## config.mk

```make
export PLATFORM = sky130hd
export DESIGN_NAME = vip_uart_mon
export DESIGN_NICKNAME = d
export VERILOG_FILES = /design/src/rtl/vip_uart_mon.sv
export SDC_FILE = /design/constraint.sdc
export NUM_CORES = 1
export LEC_CHECK = 0
export ABC_AREA = 1
export CAP_MARGIN = 30
export CORE_UTILIZATION = 58
export CTS_CLUSTER_DIAMETER = 40
export DETAILED_ROUTE_END_ITERATION = 6
export HOLD_SLACK_MARGIN = 0.05
export MAX_ROUTING_LAYER = met4
export PLACE_DENSITY = 0.89
export SLEW_MARGIN = 20
export SYNTH_ARGS = -nofsm -noshare
export SYNTH_HDL_FRONTEND = slang
export SYNTH_SLANG_ARGS = --single-unit
```

## constraint.sdc

```tcl
create_clock -name clk_i -period 5.4 [get_ports clk_i]
set_clock_uncertainty 0.2 [all_clocks]
set_input_delay 0.81 -clock clk_i [delete_from_list [all_inputs] [get_ports clk_i]]
set_output_delay 0.81 -clock clk_i [all_outputs]
set_load 0.05 [all_outputs]
```

## src/rtl/vip_uart_mon.sv

```systemverilog
// vip_uart_mon: multi-channel UART receive monitor.
// Each rx line is synchronized, decoded as an oversampled LSB-first 8-bit frame, and queued
// in a per-channel FIFO. The FIFOs merge round-robin into one valid/ready byte stream tagged
// with the source channel.
// Optional feature: define VIP_UART_MON_PARITY_EN for 8E1/8O1 frames (sense from OddParity);
// without it frames are 8N1 and parity_err_o is tied low.
module vip_uart_mon #(
  parameter int unsigned NumCh     = 2,
  parameter int unsigned BaudDiv   = 33,
  parameter int unsigned FifoDepth = 8,
  parameter bit          OddParity = 1'b0,
  localparam int unsigned ChW      = (NumCh > 1) ? $clog2(NumCh) : 1
) (
  input  logic                  clk_i,
  input  logic                  rst_ni,
  input  logic                  clear_i,
  input  logic [NumCh-1:0]      rx_i,
  output logic                  m_valid_o,
  input  logic                  m_ready_i,
  output logic [7:0]            m_data_o,
  output logic [ChW-1:0]        m_ch_o,
  output logic [NumCh-1:0]      frame_err_o,
  output logic [NumCh-1:0]      parity_err_o,
  output logic [NumCh-1:0]      overflow_o,
  output logic [NumCh*16-1:0]   rx_cnt_o
);

  localparam int unsigned CntW  = $clog2(BaudDiv);
  localparam int unsigned AddrW = $clog2(FifoDepth);
  localparam int unsigned PtrW  = AddrW + 1;
  localparam logic [CntW-1:0] HalfLoad = CntW'(BaudDiv / 2 - 1);
  localparam logic [CntW-1:0] BaudLoad = CntW'(BaudDiv - 1);

  typedef enum logic [2:0] {
    StIdle, StStart, StData,
`ifdef VIP_UART_MON_PARITY_EN
    StParity,
`endif
    StStop, StBreak
  } state_e;

  logic [NumCh-1:0] push, pop, empty;
  logic [7:0]       push_data [NumCh];
  logic [7:0]       head      [NumCh];

  for (genvar c = 0; c < NumCh; c++) begin : g_ch
    logic [2:0]      sync_q;  // [0],[1] synchronizer; [2] previous synchronized value
    state_e          state_q;
    logic [CntW-1:0] cnt_q;
    logic [2:0]      bit_q;
    logic [7:0]      shift_q;
    logic            ferr_q;
    logic            rx_s, tick;

    assign rx_s = sync_q[1];
    assign tick = (cnt_q == '0);

    // Two-flop synchronizer plus history flop for falling-edge detection
    always_ff @(posedge clk_i or negedge rst_ni) begin
      if (!rst_ni) sync_q <= '1;
      else         sync_q <= {sync_q[1], sync_q[0], rx_i[c]};
    end

`ifdef VIP_UART_MON_PARITY_EN
    logic perr_q;
    // Parity check at the mid-point of the parity bit; clear wins over a same-cycle error
    always_ff @(posedge clk_i or negedge rst_ni) begin
      if (!rst_ni) begin
        perr_q <= 1'b0;
      end else if (clear_i) begin
        perr_q <= 1'b0;
      end else if (state_q == StParity && tick && (((^shift_q) ^ rx_s) != OddParity)) begin
        perr_q <= 1'b1;
      end
    end
    assign parity_err_o[c] = perr_q;
`endif

    // Frame decoder: samples each bit at its centre using the baud counter
    always_ff @(posedge clk_i or negedge rst_ni) begin
      if (!rst_ni) begin
        state_q <= StIdle;
        cnt_q   <= '0;
        bit_q   <= '0;
        shift_q <= '0;
        ferr_q  <= 1'b0;
      end else begin
        if (clear_i) ferr_q <= 1'b0;
        case (state_q)
          StIdle: begin
            if (sync_q[2] && !rx_s) begin
              cnt_q   <= HalfLoad;
              state_q <= StStart;
            end
          end
          StStart: begin
            if (!tick) begin
              cnt_q <= cnt_q - 1'b1;
            end else if (rx_s) begin
              state_q <= StIdle;  // start bit did not hold: glitch
            end else begin
              cnt_q   <= BaudLoad;
              bit_q   <= '0;
              state_q <= StData;
            end
          end
          StData: begin
            if (!tick) begin
              cnt_q <= cnt_q - 1'b1;
            end else begin
              shift_q <= {rx_s, shift_q[7:1]};
              cnt_q   <= BaudLoad;
              bit_q   <= bit_q + 3'd1;
`ifdef VIP_UART_MON_PARITY_EN
              if (bit_q == 3'd7) state_q <= StParity;
`else
              if (bit_q == 3'd7) state_q <= StStop;
`endif
            end
          end
`ifdef VIP_UART_MON_PARITY_EN
          StParity: begin
            if (!tick) begin
              cnt_q <= cnt_q - 1'b1;
            end else begin
              cnt_q   <= BaudLoad;
              state_q <= StStop;
            end
          end
`endif
          StStop: begin
            if (!tick) begin
              cnt_q <= cnt_q - 1'b1;
            end else if (rx_s) begin
              state_q <= StIdle;  // leave mid-stop-bit so a back-to-back start is caught
            end else begin
              state_q <= StBreak;
              if (!clear_i) ferr_q <= 1'b1;
            end
          end
          StBreak: begin
            if (rx_s) state_q <= StIdle;
          end
          default: state_q <= StIdle;
        endcase
      end
    end

    assign push[c]      = (state_q == StStop) && tick && rx_s;
    assign push_data[c] = shift_q;

    logic [7:0]      mem_q [FifoDepth];
    logic [PtrW-1:0] wr_q, rd_q;
    logic [15:0]     acc_cnt_q;
    logic            ovf_q, full, push_ok;

    assign full     = (wr_q - rd_q) == PtrW'(FifoDepth);
    assign empty[c] = (wr_q == rd_q);
    // A pop in the same cycle frees the slot, so a full FIFO can still accept
    assign push_ok  = push[c] && !clear_i && (!full || pop[c]);
    assign head[c]  = mem_q[rd_q[AddrW-1:0]];
    assign pop[c]   = m_valid_o && m_ready_i && (m_ch_o == ChW'(c));

    // FIFO storage
    always_ff @(posedge clk_i) begin
      if (push_ok) mem_q[wr_q[AddrW-1:0]] <= push_data[c];
    end

    // FIFO pointers, accepted-byte counter and overflow flag
    always_ff @(posedge clk_i or negedge rst_ni) begin
      if (!rst_ni) begin
        wr_q      <= '0;
        rd_q      <= '0;
        acc_cnt_q <= '0;
        ovf_q     <= 1'b0;
      end else if (clear_i) begin
        wr_q      <= '0;
        rd_q      <= '0;
        acc_cnt_q <= '0;
        ovf_q     <= 1'b0;
      end else begin
        if (push_ok) begin
          wr_q      <= wr_q + 1'b1;
          acc_cnt_q <= acc_cnt_q + 16'd1;
        end
        if (pop[c]) rd_q <= rd_q + 1'b1;
        if (push[c] && full && !pop[c]) ovf_q <= 1'b1;
      end
    end

    assign frame_err_o[c]         = ferr_q;
    assign overflow_o[c]          = ovf_q;
    assign rx_cnt_o[c*16 +: 16]   = acc_cnt_q;
  end

`ifndef VIP_UART_MON_PARITY_EN
  logic unused_parity_cfg;
  assign unused_parity_cfg = OddParity;
  assign parity_err_o      = '0;
`endif

  logic [ChW-1:0] ptr_q, lock_ch_q, sel, cand;
  logic           lock_q;

  // Round-robin pick; a stalled beat keeps its channel until it is accepted
  always_comb begin
    sel  = ptr_q;
    cand = '0;
    if (lock_q) begin
      sel = lock_ch_q;
    end else begin
      for (int i = int'(NumCh) - 1; i >= 0; i--) begin
        cand = ChW'((int'(ptr_q) + i) % int'(NumCh));
        if (!empty[cand]) sel = cand;
      end
    end
  end

  assign m_valid_o = !empty[sel];
  assign m_data_o  = m_valid_o ? head[sel] : 8'h00;
  assign m_ch_o    = m_valid_o ? sel : '0;

  // Grant pointer and stall lock
  always_ff @(posedge clk_i or negedge rst_ni) begin
    if (!rst_ni) begin
      ptr_q     <= '0;
      lock_q    <= 1'b0;
      lock_ch_q <= '0;
    end else begin
      lock_q    <= m_valid_o && !m_ready_i && !clear_i;
      lock_ch_q <= sel;
      if (m_valid_o && m_ready_i) begin
        ptr_q <= (int'(sel) == int'(NumCh) - 1) ? '0 : sel + 1'b1;
      end
    end
  end

endmodule

```

# Yosys cells after proc, flatten, opt, wreduce, memory -nomap -nowiden
# Memory sizes are Yosys's and may differ from the RTL's.
# Index checks and enable logic that the tools add are counted.
# Widths: inputs -> output; s select.
# classes
n_addsub	14
magnitude_cmp	4
eq_ne	32
n_mux	83
bitwise_logic	2
reduce_logical	52
# ops
op	count
$mux 16	4
$mux 3	20
$mux 6	10
$pmux 6 s4	2
$add 16x1->16 const B	2
$mux 4	8
$mux 8	4
$ne 2x2->1 const B	16
$pmux 3 s5	2
$mux 1	29
$logic_and 1x1->1	19
$add 4x1->4 const B	4
$reduce_and 4->1	4
$reduce_bool 2->1	8
$eq 3x2->1 const B	4
$eq 3x3->1 const B	4
$logic_not 6->1	2
$pmux 3 s2	2
$reduce_and 6->1	2
$sub 6x1->6 const B	2
$logic_not 1->1	9
$eq 4x4->1	2
$eq 4x4->1 const B	2
$reduce_bool 4->1	2
other kinds (13)	24
# word_totals
register_bits	101
ram_bits	128
input_bits	6
out_inout_bits	48
wordCells	212
memories	2
# mem_list
memory	words	width	rd	rd_clocked_by_memory_dff	write_ports	line_no	text
g_ch[0].mem_q	8	8	1	0	1	152	logic [7:0] mem_q [FifoDepth];
g_ch[1].mem_q	8	8	1	0	1	152	

# Longest topological paths before layout
# logic_depth
ltp_word	15
mapped_depth	16

# Worst setup path after synthesis
# No wires, ideal clock.
# synth_timing
path_type	register to output
startpoint	reg g_ch[0].rd_q[1]
endpoint	out m_data_o[0]
t_arrival_ns	2.923
required_time_ns	4.390
path_slack_ns	1.467
stages_incl_launch_ff	14
n_path_buf	2
cell_sequence	dfrtp_1 > buf_2 > clkinv_1 > buf_2 > ha_1 > nand2_1 > inv_1 > nand4_1 > nand2_1 > nand2_2 > nand2_2 > o21ai_2 > inv_2 > nor2_1
# synth_via
elab_chain_cells	11
word_cells_on_any_way	16
# synth_lines
element	line_no	text
start: declaration	153	logic [PtrW-1:0] wr_q, rd_q;
start signal: assignment	186	if (pop[c]) rd_q <= rd_q + 1'b1;
$eq 4x4->1	158	assign empty[c] = (wr_q == rd_q);
$mux 1 (implied by the code) (2 in series)	214	if (!empty[cand]) sel = cand;
$mux 1 (2 in series)	214	
$mux 1	209	if (lock_q) begin
$not 1->2 (implied by the code)	220	assign m_data_o = m_valid_o ? head[sel] : 8'h00;
$mux 8 (implied by the code) (3 in series)	220	
$mux 8 (*)	220	
end: declaration	20	output logic [7:0] m_data_o,
# Every way passes the cells marked *; elsewhere a longest branch is shown, timed or not. The select of a mux whose other input is x is not followed.

# Final worst setup path
# layout_timing
startpoint	reg g_ch[0].rd_q[1]
endpoint	out m_data_o[7]
# Same word-level chain as after synthesis.

==> reports/metrics.cfg <==
[status]
status = complete, no violations

[cells_and_area]
num_antenna_cells = 0
nets = 1195
stdcell_count = 1422
syn2layout_area_growth_pct = 15.1
layout_common_cells = 241 x nand2_1, 128 x edfxtp_1, 103 x inv_1
nFillCells = 1224
final_common_cell = nand2_1
layout-drive-gt1-share_pct = 8.97

[timing]
slew_headroom_pct = 37.7
hold_viol_final = 0
finalHoldWorstSlack_ns = 0.0840
finalCritPeriodShare_pct = 93.5
fin_ws_ns = 0.353
tns_ns = 0
drv_slew = 0
rsz0062_at_grt = no
setup_viol_count_final = 0
finalCriticalPeriod_ns = 5.05
max_freq_mhz = 198
worstMarginPinSlew_ns = 0.933

[setup_path]
start_kind = register
path_class = reg -> out
r2r_start = g_ch[0].rd_q[1]$_DFFE_PN0P_
end_kind = primary output
required_ns = 4.39
r2r_slack_ns = 1.28
reg2reg_depth = 12
worstPathArrival_ns = 4.04
r2r_end = g_ch[1].mem_q[6][6]$_DFFE_PP_
cp_max_fo = 19

[synthesis]
yosysTopAreaCell = edfxtp_1
async_flop_share_pct = 44.1
synthCells = 1128
netlist_area_sq_um = 11000
synthTopCellsByArea = edfxtp_1 35%, dfrtp_1 22%, nand2_1 8.3%
yosys_warnings = 0
ys_types = 45
ys_seq_elements = 229
yosys.area_share.simple_pct = 20.7
synth_xor_area_share_pct = 2.80
dominantRegCellSynth = edfxtp_1
synth_top_family_by_area = simple AND/OR/NAND/NOR gates
synth_fa_ha_area_share_pct = 2.29
yosysTopAreaCellShare_pct = 35.1
synth_edf_count = 128
synth-compound-area-share_pct = 9.19
ys_seq_area_share_pct = 58.2
synthMuxAreaShare_pct = 0.206
synth_area_per_cell_sq_um = 9.71

[cts]
cts_setup_buffers = 0
cts_tree = done
post_cts_resized = 0
cts_root_buf = clkbuf_16
cts_buffer_depth = 3
cts-buffers-inserted = 30
holdBufCountCts = 0
clock-sinks = 229
clkTransAtPathRegs_ns = 0.06
htree_levels = 1
insertion_delay_ns = 0.55

[grt]
antenna_found_initial = 0
top_usage_layer = met2
grt-ovfl-total = 0
grt_use_met2_pct = 43.0
met3_usage_pct = 4.27
grt_pass1_vias = 8084
grt_use_total_pct = 26.5
grt_first_pass_wirelength_um = 40000
grt_start_max_net_pins = 56
met1_usage_pct = 33.9

[power_and_ir_drop]
p_per_area_nw_per_um2 = 438
power_frac_clock_pct = 36.1
p_sw_uw = 1890
seq_power_share_pct = 37.5
power_switching_share_pct = 34.2
p_int_uw = 3630
p_leak_uw = 0.00544
power.share.combinational_pct = 26.4
peakVddDrop_uv = 352

[die]
pin_count = 54
die-area_sq_um = 19400
start_util_pct = 60.1
fp.dieW_um = 139
core.rowCount = 49
fp.dieH_um = 139
core_area_sq_um = 18200

[route]
routed_wl_um = 24300
drtPass1Iterations = 5
drt-initial-drc-count = 916
drc = 0
vias = 8371
postRouteAntennaNets = 0
via_per_inst = 5.89
routedWlPerCell_um = 17.1

[run]
drv_cap = 0

[place]
dp.cells = 1364
place.gp.congestion = 0.875
place_hpwl_um = 15100
pre_cts_slack_ns = 0.911
port_buffers = 51

[hold_path]
hold_path_class = in -> async

-- cell type report --
| class | count | area, sq um | area share [%] |
|---|---|---|---|
| inverters | 116 | 435 | 3.45 |
| multi-input cells | 733 | 3860 | 30.6 |
| flip-flops and latches | 229 | 6380 | 50.6 |
| clock inverters | 13 | 145 | 1.15 |
| well taps | 229 | 287 | 2.27 |
| repair buffers | 59 | 606 | 4.80 |
| clock buffers | 43 | 891 | 7.07 |
-- cell usage after synthesis, types with 20 or more instances --
| master | number |
|---|---|
| nand2_1 | 241 |
| nor2_1 | 93 |
| a21oi_1 | 63 |
| a22oi_1 | 21 |
| inv_1 | 103 |
| nand3_1 | 81 |
| xor2_1 | 30 |
| o21ai_0 | 59 |
| nand4_1 | 41 |
| ha_1 | 20 |
| dfrtp_1 | 95 |
| edfxtp_1 | 128 |
-- state kept, by name, indices dropped and copies added, names as in the netlist --
| signal | count |
|---|---|
| g_ch.state_q | 6 |
| g_ch.wr_q | 8 |
| g_ch.ferr_q | 2 |
| lock_ch_q | 1 |
| g_ch.ovf_q | 2 |
| g_ch.acc_cnt_q | 32 |
| g_ch.sync_q | 6 |
| ptr_q | 1 |
| g_ch.cnt_q | 12 |
| g_ch.mem_q | 128 |
| g_ch.shift_q | 16 |
| g_ch.rd_q | 8 |
| g_ch.bit_q | 6 |
| lock_q | 1 |
-- routing by layer --
layer  part of all wire, %  wire length (um)
met5                     0                 0
met4                   3.2               788
met3                   6.7              1620
met2                    49             12000
met1                    41              9920
-- worst max-delay path by stage --
stage | slack [ns] | depth (start not counted) | end | startpoint
after floorplan | 1.47 | 13 | m_data_o[0] | g_ch[0].rd_q[1]$_DFFE_PN0P_
final | 0.35 | 13 | m_data_o[7] | g_ch[0].rd_q[1]$_DFFE_PN0P_
after global placement | 1.12 | 8 | m_data_o[6] | g_ch[1].rd_q[0]$_DFFE_PN0P_
after detailed placement | 0.91 | 8 | m_data_o[6] | g_ch[1].rd_q[0]$_DFFE_PN0P_
after global routing | 0.13 | 13 | m_data_o[7] | g_ch[0].rd_q[1]$_DFFE_PN0P_
after CTS | 0.30 | 8 | m_data_o[6] | g_ch[1].rd_q[0]$_DFFE_PN0P_
-- cells by family after synthesis --
family,count (synthesis)
flops,229
simple gates,501
buf+inv,167
other cells,1
compound gates,173
xor+xnor,35
mux,2
fa+ha+maj,20
-- worst max-delay path, stage by stage (launching register included) --
cell	delay, ns
dfrtp_1	0.81
clkinv_1	0.24
ha_1	0.37
nand2_1	0.06
inv_1	0.09
nand2_1	0.07
nor2_2	0.14
nand2_1	0.09
nand3_2	0.10
nand2_1	0.19
o21ai_0	0.22
nand2_1	0.14
nor2_1	0.13
clkdlybuf4s50_1	0.83
-- power groups by stage --
| stage | logic (uW) | registers (uW) | clock network [uW] |
|---|---|---|---|
| after global placement | 1350 | 2090 | 0 |
| after detailed placement | 1390 | 2100 | 0 |
| after global routing | 1600 | 2080 | 2080 |
| after floorplan | 1090 | 2030 | 0 |
| after CTS | 1420 | 2060 | 2000 |
| final | 1460 | 2070 | 1990 |
-- per-stage QoR --
| stage | util (%) | instance area (sq um) | power (uW) |
|---|---|---|---|
| 2_1_floorplan | - | 11000 | 3120 |
| 3_3_place_gp | 63.2 | 11500 | 3440 |
| 3_5_place_dp | 63.2 | 11500 | 3490 |
| 4_1_cts | 68.9 | 12600 | 5490 |
| 5_1_grt | 69.2 | 12600 | 5760 |
| 6_report | 69.2 | 12600 | 5520 |
(Power assumes the default switching activity.)
